### src/rtl/tanh_lut_writer.sv
// tanh_lut_writer: streams 2^AW table words into the tanh LUT RAM write port.
// Each word is clamped to [0, ONE] before it is written, and the block keeps
// a clamp count, a checksum and a monotonicity flag for the host to inspect.
module tanh_lut_writer #(
   parameter int AW = 10,
   parameter int DW = 32,
   parameter int N  = 32,
   parameter int Q  = 16
) (
   input  logic          clk,
   input  logic          rst,
   input  logic          start,
   input  logic          s_valid,
   input  logic [DW-1:0] s_data,
   output logic          s_ready,
   output logic          mem_we,
   output logic [AW-1:0] mem_addr,
   output logic [DW-1:0] mem_wdata,
   output logic          busy,
   output logic          done,
   output logic [AW:0]   clamp_cnt,
   output logic [DW-1:0] checksum,
   output logic          err_order
);

   typedef enum logic [1:0] {S_IDLE, S_LOAD, S_DONE} state_t;

   localparam logic [DW-1:0] ONE       = {{(DW-1){1'b0}}, 1'b1} << Q;
   localparam logic [AW-1:0] LAST_IDX  = '1;
   localparam logic [AW-1:0] CNT_INC   = 1;
   localparam logic [AW:0]   CLAMP_INC = 1;

   state_t        state, state_nxt;
   logic [AW-1:0] cnt;
   logic [DW-1:0] prev;
   logic [DW-1:0] clamped;
   logic          clamp_hit;
   logic          accept;
   logic          last_word;
   logic          start_load;

   // Sanitise the incoming word: negatives to 0, anything above ONE to ONE
   always_comb begin
      clamped = s_data;
      if (s_data[N-1])
         clamped = '0;
      else if (s_data > ONE)
         clamped = ONE;
      clamp_hit = (clamped != s_data);
   end

   assign accept     = (state == S_LOAD) && s_valid && s_ready;
   assign last_word  = (cnt == LAST_IDX);
   assign start_load = start && (state != S_LOAD);

   // State register
   always_ff @(posedge clk or posedge rst) begin
      if (rst)
         state <= S_IDLE;
      else
         state <= state_nxt;
   end

   // Next-state logic: start is honoured only outside LOAD
   always_comb begin
      state_nxt = state;
      case (state)
         S_IDLE:  if (start) state_nxt = S_LOAD;
         S_LOAD:  if (accept && last_word) state_nxt = S_DONE;
         S_DONE:  if (start) state_nxt = S_LOAD;
         default: state_nxt = S_IDLE;
      endcase
   end

   // Registered handshake, write port and load statistics
   always_ff @(posedge clk or posedge rst) begin
      if (rst) begin
         s_ready   <= 1'b0;
         mem_we    <= 1'b0;
         mem_addr  <= '0;
         mem_wdata <= '0;
         busy      <= 1'b0;
         done      <= 1'b0;
         clamp_cnt <= '0;
         checksum  <= '0;
         err_order <= 1'b0;
         cnt       <= '0;
         prev      <= '0;
      end else begin
         mem_we <= accept;
         if (start_load) begin
            cnt       <= '0;
            clamp_cnt <= '0;
            checksum  <= '0;
            err_order <= 1'b0;
            prev      <= '0;
            s_ready   <= 1'b1;
            busy      <= 1'b1;
            done      <= 1'b0;
         end
         if (accept) begin
            mem_addr  <= cnt;
            mem_wdata <= clamped;
            checksum  <= checksum + clamped;
            prev      <= clamped;
            if (clamp_hit)
               clamp_cnt <= clamp_cnt + CLAMP_INC;
            if ((cnt != '0) && (clamped < prev))
               err_order <= 1'b1;
            // Counter parks on the last index instead of wrapping
            if (last_word) begin
               s_ready <= 1'b0;
               busy    <= 1'b0;
               done    <= 1'b1;
            end else begin
               cnt <= cnt + CNT_INC;
            end
         end
      end
   end

endmodule
### config.mk
export PLATFORM = sky130hd
export DESIGN_NAME = tanh_lut_writer
export DESIGN_NICKNAME = d
export VERILOG_FILES = /design/src/rtl/tanh_lut_writer.sv
export SDC_FILE = /design/constraint.sdc
export NUM_CORES = 1
export LEC_CHECK = 0
export ABC_CLOCK_PERIOD_IN_PS = 5000
export BUFFER_PORTS_ARGS = -buffer_cell sky130_fd_sc_hd__buf_2
export CAP_MARGIN = 10
export CORE_MARGIN = 5
export CORE_UTILIZATION = 48
export DETAILED_ROUTE_END_ITERATION = 10
export PLACE_DENSITY_LB_ADDON = 0.08
export REMOVE_ABC_BUFFERS = 1
export SYNTH_ARGS = -nofsm -noshare
export SYNTH_HDL_FRONTEND = slang
export SYNTH_SLANG_ARGS = --single-unit
export TNS_END_PERCENT = 20
### constraint.sdc
create_clock -name clk -period 5 [get_ports clk]
set_input_delay 0.75 -clock clk [delete_from_list [all_inputs] [get_ports clk]]
set_output_delay 0.75 -clock clk [all_outputs]
set_load 0.02 [all_outputs]
**After elaboration in Yosys (flattened, before gate mapping)**

Cells that the tools add are included.

- Bits in registers: 134
- Bits in latches: 0
- Memory bits (writable): 0
- ROM bits: 0
- Input port bits: 36
- Output and inout port bits: 90
- Memories: 0

- $add $sub $neg: 3
- Multiply operators: 0
- Divide/modulo/power cells: 0
- Order comparisons: 2
- Equal/unequal tests: 7
- Shift operators: 0
- Mux-type cells: 26
- Bitwise logic cells: 0
- Reductions and logical operators: 10

Operators with widths:

| operator | count |
|---|---|
| $mux W32 | 3 |
| $mux W31 | 2 |
| $mux W11 | 3 |
| $add A32 B32 Y32 | 1 |
| $gt A32 B17 Y1 const B | 1 |
| $lt A32 B32 Y1 | 1 |
| $ne A32 B32 Y1 | 1 |
| $mux W10 | 3 |
| $mux W1 | 12 |
| $add A11 B1 Y11 const B | 1 |
| $add A10 B1 Y10 const B | 1 |
| $eq A10 B10 Y1 const B | 1 |
| $reduce_bool A10 Y1 | 1 |
| $ne A2 B1 Y1 const B | 3 |
| $logic_and A1 B1 Y1 | 5 |
| $mux W2 | 2 |
| $pmux W2 S2 | 1 |
| $eq A2 B1 Y1 const B | 1 |
| $eq A2 B2 Y1 const B | 1 |
| $logic_not A2 Y1 | 1 |
| $reduce_and A2 Y1 | 1 |
| $reduce_bool A2 Y1 | 1 |
| $reduce_or A2 Y1 | 1 |

**Logic depth before layout (Yosys ltp)**

Gate-level depths: netlist (run 1).

- Depth in word-level cells: 7
- Depth in mapped cells: 17
- Depth with buffers taken out: 16

**Worst setup path before layout (run 1)**

No wires, ideal clock.

- Kind: in2reg
- Start point: in s_data[27]
- End point: reg checksum[30]
- Setup time: 129 ps
- Arrival: 3880 ps
- Slack: 990 ps
- Stages on the path: 16
- Path buffers: 2
- Cell sequence: nor4_1 -> nand4_1 -> a21oi_1 -> clkbuf_1 -> clkbuf_1 -> and2_1 -> ha_1 -> a211oi_2 -> o21ai_2 -> o221a_1 -> o211a_1 -> o21a_1 -> o31ai_4 -> o21ai_1 -> xnor2_1 -> o21ai_1

- Longest elaborated chain between the ends: 5

RTL lines:

| what | line | RTL |
|---|---|---|
| start, declared | 14 | `input logic [DW-1:0] s_data,` |
| $gt A32 B17 Y1 | 47 | `else if (s_data > ONE)` |
| $mux W31 | 47 |  |
| $mux W31 | 45 | `if (s_data[N-1])` |
| net clamped[2] | 36 | `logic [DW-1:0] clamped;` |
| $add A32 B32 Y32 | 104 | `checksum <= checksum + clamped;` |
| $mux W32 | 101 | `if (accept) begin` |
| end signal, assigned | 104 |  |
| end, declared | 22 | `output logic [DW-1:0] checksum,` |

The timed path passes the listed nets, and every way through them passes these cells.
A chain may end at the register's enable or synchronous reset.

**Final worst setup path (run 1)**

- Start point: in s_data[11]
- End point: reg checksum[25]

The elaborated chain is that of the path after synthesis.

==> tab_implementation.tex, run 1 <==
\begin{tabular}{lr}
\hline
Metric & Value \\
\hline
\multicolumn{2}{l}{\textbf{Clock network}} \\
\quad H-tree lvl count & 4 \\
\quad Buffers inserted during post-CTS setup optimization & 0 \\
\quad CTS sink cnt & approximately 130 \\
\quad CTS tree & built \\
\quad Later-pin clock latency in the skew report & 0.42 ns \\
\quad Total clock buffers created by CTS & 17 \\
\quad Maximum clock insertion buffer count & 2 \\
\quad Resize count post-CTS & 0 \\
\quad Clock-pin slew reported for the worst setup and hold paths after clock tree synthesis & 0.06 ns \\
\quad Master cell of the clock root buffer & sky130\_fd\_sc\_hd\_\_clkbuf\_16 \\
\quad Number of hold buffers added after CTS & 0 \\
\multicolumn{2}{l}{\textbf{Outcome}} \\
\quad Status & finished, final reports clean \\
\multicolumn{2}{l}{\textbf{STA}} \\
\quad \# setup viols final & 0 \\
\quad Maximum clock skew at final layout & 0.00933 ns \\
\quad Least-Margin Pin Slew & around 0.97 ns \\
\quad Setup TNS & 0 ns \\
\quad Final-layout worst hold slack & 0.469 ns \\
\quad Final period demand of the worst path & 4.05 ns \\
\quad Maximum clock frequency & 247 MHz \\
\quad Final hold viol count & 0 \\
\quad Share of the cycle needed by the critical path after routing & 0.811 \\
\quad RSZ-0062 raised after global routing & false \\
\quad Final-report max-slew violation count & 0 \\
\quad Worst Setup Slack, final & 0.946 ns \\
\quad Slew Limit Headroom & 0.351 \\
\multicolumn{2}{l}{\textbf{Worst setup path}} \\
\quad Kind of end point of the critical path & flop \\
\quad Buffers \& Inverters on Critical Path & 2 \\
\quad Most common cell on crit path & sky130\_fd\_sc\_hd\_\_a21oi\_1 \\
\quad Critical Path Start & s\_data[11] \\
\quad Crit Path Class & input pin to flop \\
\quad Crit-path cells & buf\_2, nor4\_1, nand4\_1, a21oi\_1, buf\_4, and2\_1, ha\_1, a211o\_1, o211ai\_1, a21oi\_1, o31ai\_1, a21o\_1, nand2\_1, a221oi\_2, mux2i\_1, nand3\_1 \\
\quad Critical R2R Launch & checksum[0] \\
\quad Cell family with the largest share of critical-path delay & compound AO/OA/AOI/OAI gates \\
\quad Critical Path RT & $\sim$5.3 ns \\
\quad Reg-to-reg critical path endpoint & checksum[30] \\
\quad Worst setup slack for register-to-register paths & roughly 2.0 ns \\
\quad R2R depth & 11 \\
\quad Crit-path max cell delay & 0.47 ns \\
\quad CP max-delay cell & sky130\_fd\_sc\_hd\_\_nor4\_1 \\
\quad Data arrival at the endpoint of the critical path & around 4.4 ns \\
\quad Maximum fanout encountered on the critical timing path & 22 \\
\quad Startpoint Class & input pin \\
\multicolumn{2}{l}{\textbf{Power and ir drop}} \\
\quad Design internal power & 2.41 mW \\
\quad Combinational Power Share & 0.286 \\
\quad Fraction of power consumed by the clock network & 0.359 \\
\quad Power density over cell area & 410 mW/mm2 \\
\quad Maximum resistive drop on vdd & 0.263 mV \\
\quad Total net switching power & 1.26 mW \\
\quad Sequential share of power & 0.355 \\
\quad Sw frac & 0.344 \\
\quad Leakage power of the design & 4.68 nW \\
\multicolumn{2}{l}{\textbf{Global route}} \\
\quad Vias in the first global route & 6346 \\
\quad Maximum number of pins on one net before global-route repair & 100 \\
\quad Antenna violations before repair & 2 \\
\quad First-pass GRT wire length & between 30000 and 40000 um \\
\quad Global route overflow & 0 \\
\quad Global-route total usage across every layer & 0.209 \\
\multicolumn{2}{l}{\textbf{Die}} \\
\quad Total core area & 0.0152 mm2 \\
\quad Top-level port count & between 100 and 150 \\
\quad Horiz. Die Dim & 134 um \\
\quad Y dimension of the die & 134 um \\
\quad Std-Cell Rows & 45 \\
\quad Overall die area & 0.0180 mm2 \\
\quad Initial core utilization & 0.488 \\
\multicolumn{2}{l}{\textbf{Synthesis}} \\
\quad Synthesis warning total & 0 \\
\quad Top cells by area in the synthesized netlist & sky130\_fd\_sc\_hd\_\_dfrtp\_1, sky130\_fd\_sc\_hd\_\_ha\_1, sky130\_fd\_sc\_hd\_\_nand2\_1 \\
\quad Async S/R FF share, synth & 1.00 \\
\quad Share of Yosys cell area claimed by the top area cell type & 0.445 \\
\quad Most used DFF post-synth & sky130\_fd\_sc\_hd\_\_dfrtp\_1 \\
\quad Average footprint of a synthesized cell & between 9 and 10 um2 \\
\quad Area of the mapped netlist & 0.00742 mm2 \\
\quad Cell accounting for the most synthesized area & sky130\_fd\_sc\_hd\_\_dfrtp\_1 \\
\quad Number of flops mapped to enable cells by yosys & 0 \\
\quad Number of library cell types mapped by synthesis & 57 \\
\quad Synthesis-stage register bit count & about 130 \\
\quad Sequential fraction of the synthesis area & 0.445 \\
\quad Number of instances in the synthesized netlist & 776 \\
\multicolumn{2}{l}{\textbf{Worst hold path}} \\
\quad Cells on Worst Hold Path & 2 \\
\quad Start point of the worst hold path & mem\_addr[4] \\
\quad Worst Hold Path EP & mem\_addr[4] \\
\quad Worst min-delay path class & flop to flop \\
\multicolumn{2}{l}{\textbf{Layout}} \\
\quad Commonest non-fill, non-tap cells in the layout & sky130\_fd\_sc\_hd\_\_dfrtp\_1, sky130\_fd\_sc\_hd\_\_buf\_2, sky130\_fd\_sc\_hd\_\_nand2\_1 \\
\quad Final Instance Area & 0.00895 mm2 \\
\quad Total of fill cells in the finished design & around 1300 \\
\quad Layout cells sized above 1 & 0.202 \\
\quad Fin nets & 1024 \\
\quad Post-synthesis to final-layout area growth & 20.6\% \\
\quad Most common cell after layout, fill and taps aside & sky130\_fd\_sc\_hd\_\_dfrtp\_1 \\
\multicolumn{2}{l}{\textbf{Placement}} \\
\quad Area of placed instances & approximately 0.0083 mm2 \\
\quad \# port buffers & 124 \\
\quad Final weighted congestion in routability-driven placement & 0.816 \\
\quad HPWL after DPL & 12800 um \\
\quad Post-Place Worst Slack & 0.564 ns \\
\multicolumn{2}{l}{\textbf{Route}} \\
\quad Number of vias per cell after detailed routing & 5.49 \\
\quad DRT Wirelength & $\sim$18000 um \\
\quad Post-DR wirelength/cell & approximately 16 um \\
\quad Remaining antenna violation count & 0 \\
\quad DRC violation count after routing & 0 \\
\quad Vias & 6181 \\
\quad Iteration-0 DRC count of the detailed router & 352 \\
\quad Number of iterations in the first detailed-routing pass & 5 \\
\multicolumn{2}{l}{\textbf{Job}} \\
\quad Maxcap violations & 0 \\
\hline
\end{tabular}
-- layer usage --
metal  track usage  share of wire
met2         0.332           0.47
met4        0.0826          0.018
met1         0.280           0.46
met5             0        0.00039
met3        0.0461          0.054
-- cells by family (layout without fill, tap and decap cells) --
logic type               count (synthesis)  count (layout)  synth area share
adder cells (fa/ha/maj)                 65              65             0.111
flip-flops                             132             132             0.445
buffers and inverters                   72             204            0.0378
other                                    1              30          0.000505
AND/OR/NAND/NOR                        263             263             0.170
multiplexers                            19              19            0.0283
AO/OA/AOI/OAI                          195             195             0.173
XOR/XNOR                                29              29            0.0342
-- power groups by stage --
| stage | clock, mW | combinational [mW] | sequential [mW] |
|---|---|---|---|
| floorplan | 0 | 0.632 | 1.43 |
| global placement | 0 | 1.01 | 1.31 |
| detailed placement | 0 | 1.03 | 1.32 |
| CTS | 1.34 | 1.04 | 1.30 |
| global route | 1.39 | 1.17 | 1.32 |
| finish | 1.31 | 1.05 | 1.30 |
-- synthesized netlist by cell type, types with 6 or more instances --
cell type and count:
sky130_fd_sc_hd__a21oi_1 34, sky130_fd_sc_hd__a21o_1 27, sky130_fd_sc_hd__a31oi_1 9, sky130_fd_sc_hd__nand4_1 9, sky130_fd_sc_hd__o21ai_0 54, sky130_fd_sc_hd__ha_1 64
sky130_fd_sc_hd__o211ai_1 7, sky130_fd_sc_hd__nand2b_1 7, sky130_fd_sc_hd__xnor2_1 14, sky130_fd_sc_hd__a22o_1 18, sky130_fd_sc_hd__nand2_1 103, sky130_fd_sc_hd__nor3_1 21
sky130_fd_sc_hd__xor2_1 15, sky130_fd_sc_hd__dfrtp_1 132, sky130_fd_sc_hd__o21ai_1 8, sky130_fd_sc_hd__and2_1 32, sky130_fd_sc_hd__nor4_1 11, sky130_fd_sc_hd__nor2_1 33
sky130_fd_sc_hd__and3_1 9, sky130_fd_sc_hd__o21a_1 6, sky130_fd_sc_hd__inv_1 41, sky130_fd_sc_hd__nand3_1 21, sky130_fd_sc_hd__clkbuf_1 21, sky130_fd_sc_hd__mux2_2 16
-- tightest hold or removal path, delay by kind of cell, from the launching register on --
kind / cells / cell delay, ns
flip-flops: 1 / 0.34
AND/OR/NAND/NOR: 2 / 0.10
-- flip-flops by register name (all words and copies together) (netlist names), 2 cells and up --
register   cells
mem_addr      10
prev          31
checksum      32
cnt           10
state          2
mem_wdata     31
clamp_cnt     11
-- per-stage QoR --
stage,power [mW],cells,utilization
after floorplan,2.06,774,-
final,3.67,1125,0.588
after CTS,3.68,1124,0.588
after global placement,2.33,1092,0.547
after global routing,3.88,1124,0.588
after detailed placement,2.36,1092,0.547
-- worst max-delay path by stage --
stage	to	slack, ns	cells after the start
finish	checksum[25]	0.95	16
global route	checksum[25]	0.62	16
CTS	checksum[31]	0.97	16
detailed placement	checksum[25]	0.56	16
global placement	checksum[31]	0.63	16
floorplan	clamp_cnt[7]	-0.41	5
-- area by class of cell --
cell class | instances | area, um2 | area share
clock buffers | 19 | 453 | 0.0506
diodes | 1 | 2.50 | 0.000280
well taps | 188 | 235 | 0.0263
multi-input cells | 600 | 3960 | 0.442
inverters | 42 | 163 | 0.0182
clock inverters | 13 | 169 | 0.0189
repair buffers | 130 | 666 | 0.0744
flip-flops and latches | 132 | 3300 | 0.369
Note: power is estimated with default switching activity, not from simulation.
==> run 2, diff against run 1 <==
--- a/config.mk
+++ b/config.mk
@@ -5,7 +5,7 @@
 export SDC_FILE = /design/constraint.sdc
 export NUM_CORES = 1
 export LEC_CHECK = 0
-export ABC_CLOCK_PERIOD_IN_PS = 5000
+export ABC_CLOCK_PERIOD_IN_PS = 3300
 export BUFFER_PORTS_ARGS = -buffer_cell sky130_fd_sc_hd__buf_2
 export CAP_MARGIN = 10
 export CORE_MARGIN = 5
==> constraint.sdc (replaced) <==
create_clock -name clk -period 3.3 [get_ports clk]
set_input_delay 0.495 -clock clk [delete_from_list [all_inputs] [get_ports clk]]
set_output_delay 0.495 -clock clk [all_outputs]
set_load 0.02 [all_outputs]
==> run 2 against run 1 <==
Effect of this change:
- clock skew up 0.0015 ns
- global-route usage increased by 1.2 points
- critical path depth is 1 lower
- sequential cell count unchanged
- sequential share of layout area shrank 3.5 points
- first-iteration DRC count is 5.4% higher
- die area unchanged
- highest routed layer is now met4
- clock power increased by 55%
- critical path type unchanged
- final cell count up 7.5%
==> tab_implementation.tex, run 2 (synthesized netlist as in run 1, its figures left out) <==
\begin{tabular}{lr}
\hline
Metric & Value \\
\hline
\multicolumn{2}{l}{\textbf{Die}} \\
\quad Top-level port count & 126 (unchanged) \\
\quad Initial core utilization & 0.488 (unchanged) \\
\quad Horiz. Die Dim & 134 um (unchanged) \\
\quad Total core area & 0.0152 mm2 (unchanged) \\
\quad Overall die area & 0.0180 mm2 (unchanged) \\
\quad Y dimension of the die & 134 um (unchanged) \\
\quad Std-Cell Rows & 45 (unchanged) \\
\multicolumn{2}{l}{\textbf{Worst setup path}} \\
\quad Critical Path Start & s\_data[14] \\
\quad Crit-path cells & buf\_8, nor4\_4, nand4\_1, a21oi\_2, buf\_2, and2\_1, ha\_4, a21o\_1, o221a\_1, o211a\_1, o21a\_4, o31ai\_4, o21ai\_1, xnor2\_1, o21ai\_1 \\
\quad Crit-path max cell delay & 0.32 ns (-0.15 ns) \\
\quad Crit Path Class & input pin to flop \\
\quad Reg-to-reg critical path endpoint & checksum[30] \\
\quad Maximum fanout encountered on the critical timing path & 6 (-73\%) \\
\quad Cell family with the largest share of critical-path delay & compound AO/OA/AOI/OAI gates \\
\quad Data arrival at the endpoint of the critical path & 3.58 ns (-0.77 ns) \\
\quad Buffers \& Inverters on Critical Path & 2 (unchanged) \\
\quad Critical Path RT & 3.59 ns (-1.70 ns) \\
\quad CP max-delay cell & sky130\_fd\_sc\_hd\_\_nor4\_4 \\
\quad Worst setup slack for register-to-register paths & 0.36 ns (-1.60 ns) \\
\quad Startpoint Class & input pin \\
\quad R2R depth & 11 (unchanged) \\
\quad Kind of end point of the critical path & flop \\
\quad Critical R2R Launch & checksum[0] \\
\quad Most common cell on crit path & sky130\_fd\_sc\_hd\_\_o21ai\_1 \\
\multicolumn{2}{l}{\textbf{Route}} \\
\quad Number of vias per cell after detailed routing & 5.42 (-1.4\%) \\
\quad Vias & 6548 (+5.9\%) \\
\quad Number of iterations in the first detailed-routing pass & 5 (unchanged) \\
\quad Post-DR wirelength/cell & 16.2 um (+1.1\%) \\
\quad Remaining antenna violation count & 0 (unchanged) \\
\quad DRC violation count after routing & 0 (unchanged) \\
\quad Iteration-0 DRC count of the detailed router & 371 (+5.4\%) \\
\quad DRT Wirelength & 19600 um (+8.6\%) \\
\multicolumn{2}{l}{\textbf{STA}} \\
\quad Maximum clock skew at final layout & 0.0108 ns (+0.00149 ns) \\
\quad \# setup viols final & 0 (unchanged) \\
\quad Final-layout worst hold slack & 0.192 ns (-0.277 ns) \\
\quad Least-Margin Pin Slew & 0.697 ns (-0.274 ns) \\
\quad Slew Limit Headroom & 0.535 (+0.184) \\
\quad Final period demand of the worst path & roughly 3.3 ns \\
\quad Final-report max-slew violation count & 0 (unchanged) \\
\quad RSZ-0062 raised after global routing & true \\
\quad Maximum clock frequency & 304 MHz \\
\quad Share of the cycle needed by the critical path after routing & 0.997 \\
\quad Final hold viol count & 0 (unchanged) \\
\multicolumn{2}{l}{\textbf{Worst hold path}} \\
\quad Worst min-delay path class & input pin to async pin \\
\multicolumn{2}{l}{\textbf{Layout}} \\
\quad Post-synthesis to final-layout area growth & 33.3\% \\
\quad Commonest non-fill, non-tap cells in the layout & sky130\_fd\_sc\_hd\_\_dfrtp\_1, sky130\_fd\_sc\_hd\_\_buf\_2, sky130\_fd\_sc\_hd\_\_nand2\_1 \\
\quad Area occupied by registers & 0.00330 mm2 (unchanged) \\
\quad Area of the multi-input gates & 0.00419 mm2 (+6.0\%) \\
\quad Max FFs per register & 32 (unchanged) \\
\quad Fin nets & 1109 (+8.3\%) \\
\quad Most common cell after layout, fill and taps aside & sky130\_fd\_sc\_hd\_\_dfrtp\_1 \\
\quad Antenna diode count & 0 (-1) \\
\quad Final Instance Area & 0.00989 mm2 (+11\%) \\
\quad Layout cells sized above 1 & 0.303 (+0.101) \\
\quad Largest registers & checksum x32, mem\_wdata x31, prev x31 \\
\quad Most flop-heavy register & checksum \\
\quad Total of fill cells in the finished design & 1303 (-1.7\%) \\
\multicolumn{2}{l}{\textbf{Clock network}} \\
\quad Maximum clock insertion buffer count & 2 (unchanged) \\
\quad Later-pin clock latency in the skew report & 0.42 ns (about the same) \\
\quad CTS tree & built \\
\quad Number of hold buffers added after CTS & 0 (unchanged) \\
\quad Total clock buffers created by CTS & 17 (unchanged) \\
\quad CTS sink cnt & 132 (unchanged) \\
\quad Clock-pin slew reported for the worst setup and hold paths after clock tree synthesis & 0.06 ns (about the same) \\
\quad Master cell of the clock root buffer & sky130\_fd\_sc\_hd\_\_clkbuf\_16 \\
\quad H-tree lvl count & 4 (unchanged) \\
\multicolumn{2}{l}{\textbf{Global route}} \\
\quad Antenna violations before repair & 0 (-2) \\
\quad First-pass GRT wire length & 32500 um (+5.7\%) \\
\quad Vias in the first global route & 6651 (+4.8\%) \\
\quad Global-route total usage across every layer & 0.221 (+0.0120) \\
\quad Maximum number of pins on one net before global-route repair & 78 (-22\%) \\
\quad Global route overflow & 0 (unchanged) \\
\multicolumn{2}{l}{\textbf{Placement}} \\
\quad HPWL after DPL & 14100 um (+11\%) \\
\quad Final weighted congestion in routability-driven placement & 0.845 (+3.7\%) \\
\quad \# port buffers & 124 (unchanged) \\
\quad Area of placed instances & 0.00893 mm2 (+7.3\%) \\
\multicolumn{2}{l}{\textbf{Power and ir drop}} \\
\quad Power density over cell area & 580 mW/mm2 (+41\%) \\
\quad Leakage power of the design & 5.11 nW (+9.2\%) \\
\quad Maximum resistive drop on vdd & 0.344 mV (+31\%) \\
\multicolumn{2}{l}{\textbf{Outcome}} \\
\quad Status & finished, final reports clean \\
\multicolumn{2}{l}{\textbf{Job}} \\
\quad Maxcap violations & 0 (unchanged) \\
\hline
\end{tabular}
-- run 2: changes by cell type in the layout (fill, tap and decap cells not counted), moves of 4 or more --
cell,delta
sky130_fd_sc_hd__a21oi_1,-10
sky130_fd_sc_hd__a21oi_2,+10
sky130_fd_sc_hd__buf_2,-6
sky130_fd_sc_hd__buf_4,+82
sky130_fd_sc_hd__buf_6,+4
sky130_fd_sc_hd__ha_1,-9
sky130_fd_sc_hd__ha_4,+8
-- run 2: final cells by class --
cell class              instances  area share
clock inverters                14      0.0202
flip-flops and latches        132       0.334
multi-input cells             600       0.424
inverters                      42      0.0164
clock buffers                  18      0.0434
well taps                     188      0.0238
repair buffers                215       0.138
-- run 2: layer usage --
| metal | track usage | wire length (um) |
|---|---|---|
| met1 | 0.292 | 8850 |
| met4 | 0.0656 | 303 |
| met5 | 0 | 0 |
| met2 | 0.367 | 9510 |
| met3 | 0.0476 | 942 |
-- run 2: worst max path at each step --
stage / endpoint / slack, ns / cells after the start
3_3_place_gp: checksum[31] / -0.77 / 18
2_1_floorplan: clamp_cnt[7] / -1.92 / 5
5_1_grt: checksum[31] / -0.18 / 18
3_5_place_dp: checksum[30] / -0.75 / 16
4_1_cts: checksum[31] / 0.001 / 18
6_report: checksum[30] / 0.01 / 15
-- run 2: repair_timing --
action | in CTS | in global routing
endpoints found under the setup margin | 17 | 16
gates resized for setup | 10 | 50
pin swaps | 9 | 13
setup buffers | 0 | 6
gates cloned | 0 | 1
-- run 2: power breakdown --
group	internal, mW	switching (mW)	total (mW)	leakage (nW)
registers	1.81	0.163	1.97	1.78
clock network	1.27	0.759	2.03	0.298
logic	0.689	1.04	1.73	3.03
total	3.77	1.97	5.73	5.11
-- run 2: metrics by stage --
stage	total power, mW	setup slack [ns]	TNS (ns)	std cells	utilization
finish	5.73	0.0112	0	1209	0.651
global route	6.08	-0.183	-1.14	1209	0.651
CTS	5.70	0.00104	0	1203	0.632
detailed placement	3.65	-0.748	-12.16	1171	0.587
global placement	3.61	-0.766	-12.36	1171	0.587
floorplan	3.12	-1.92	-197.65	774	-
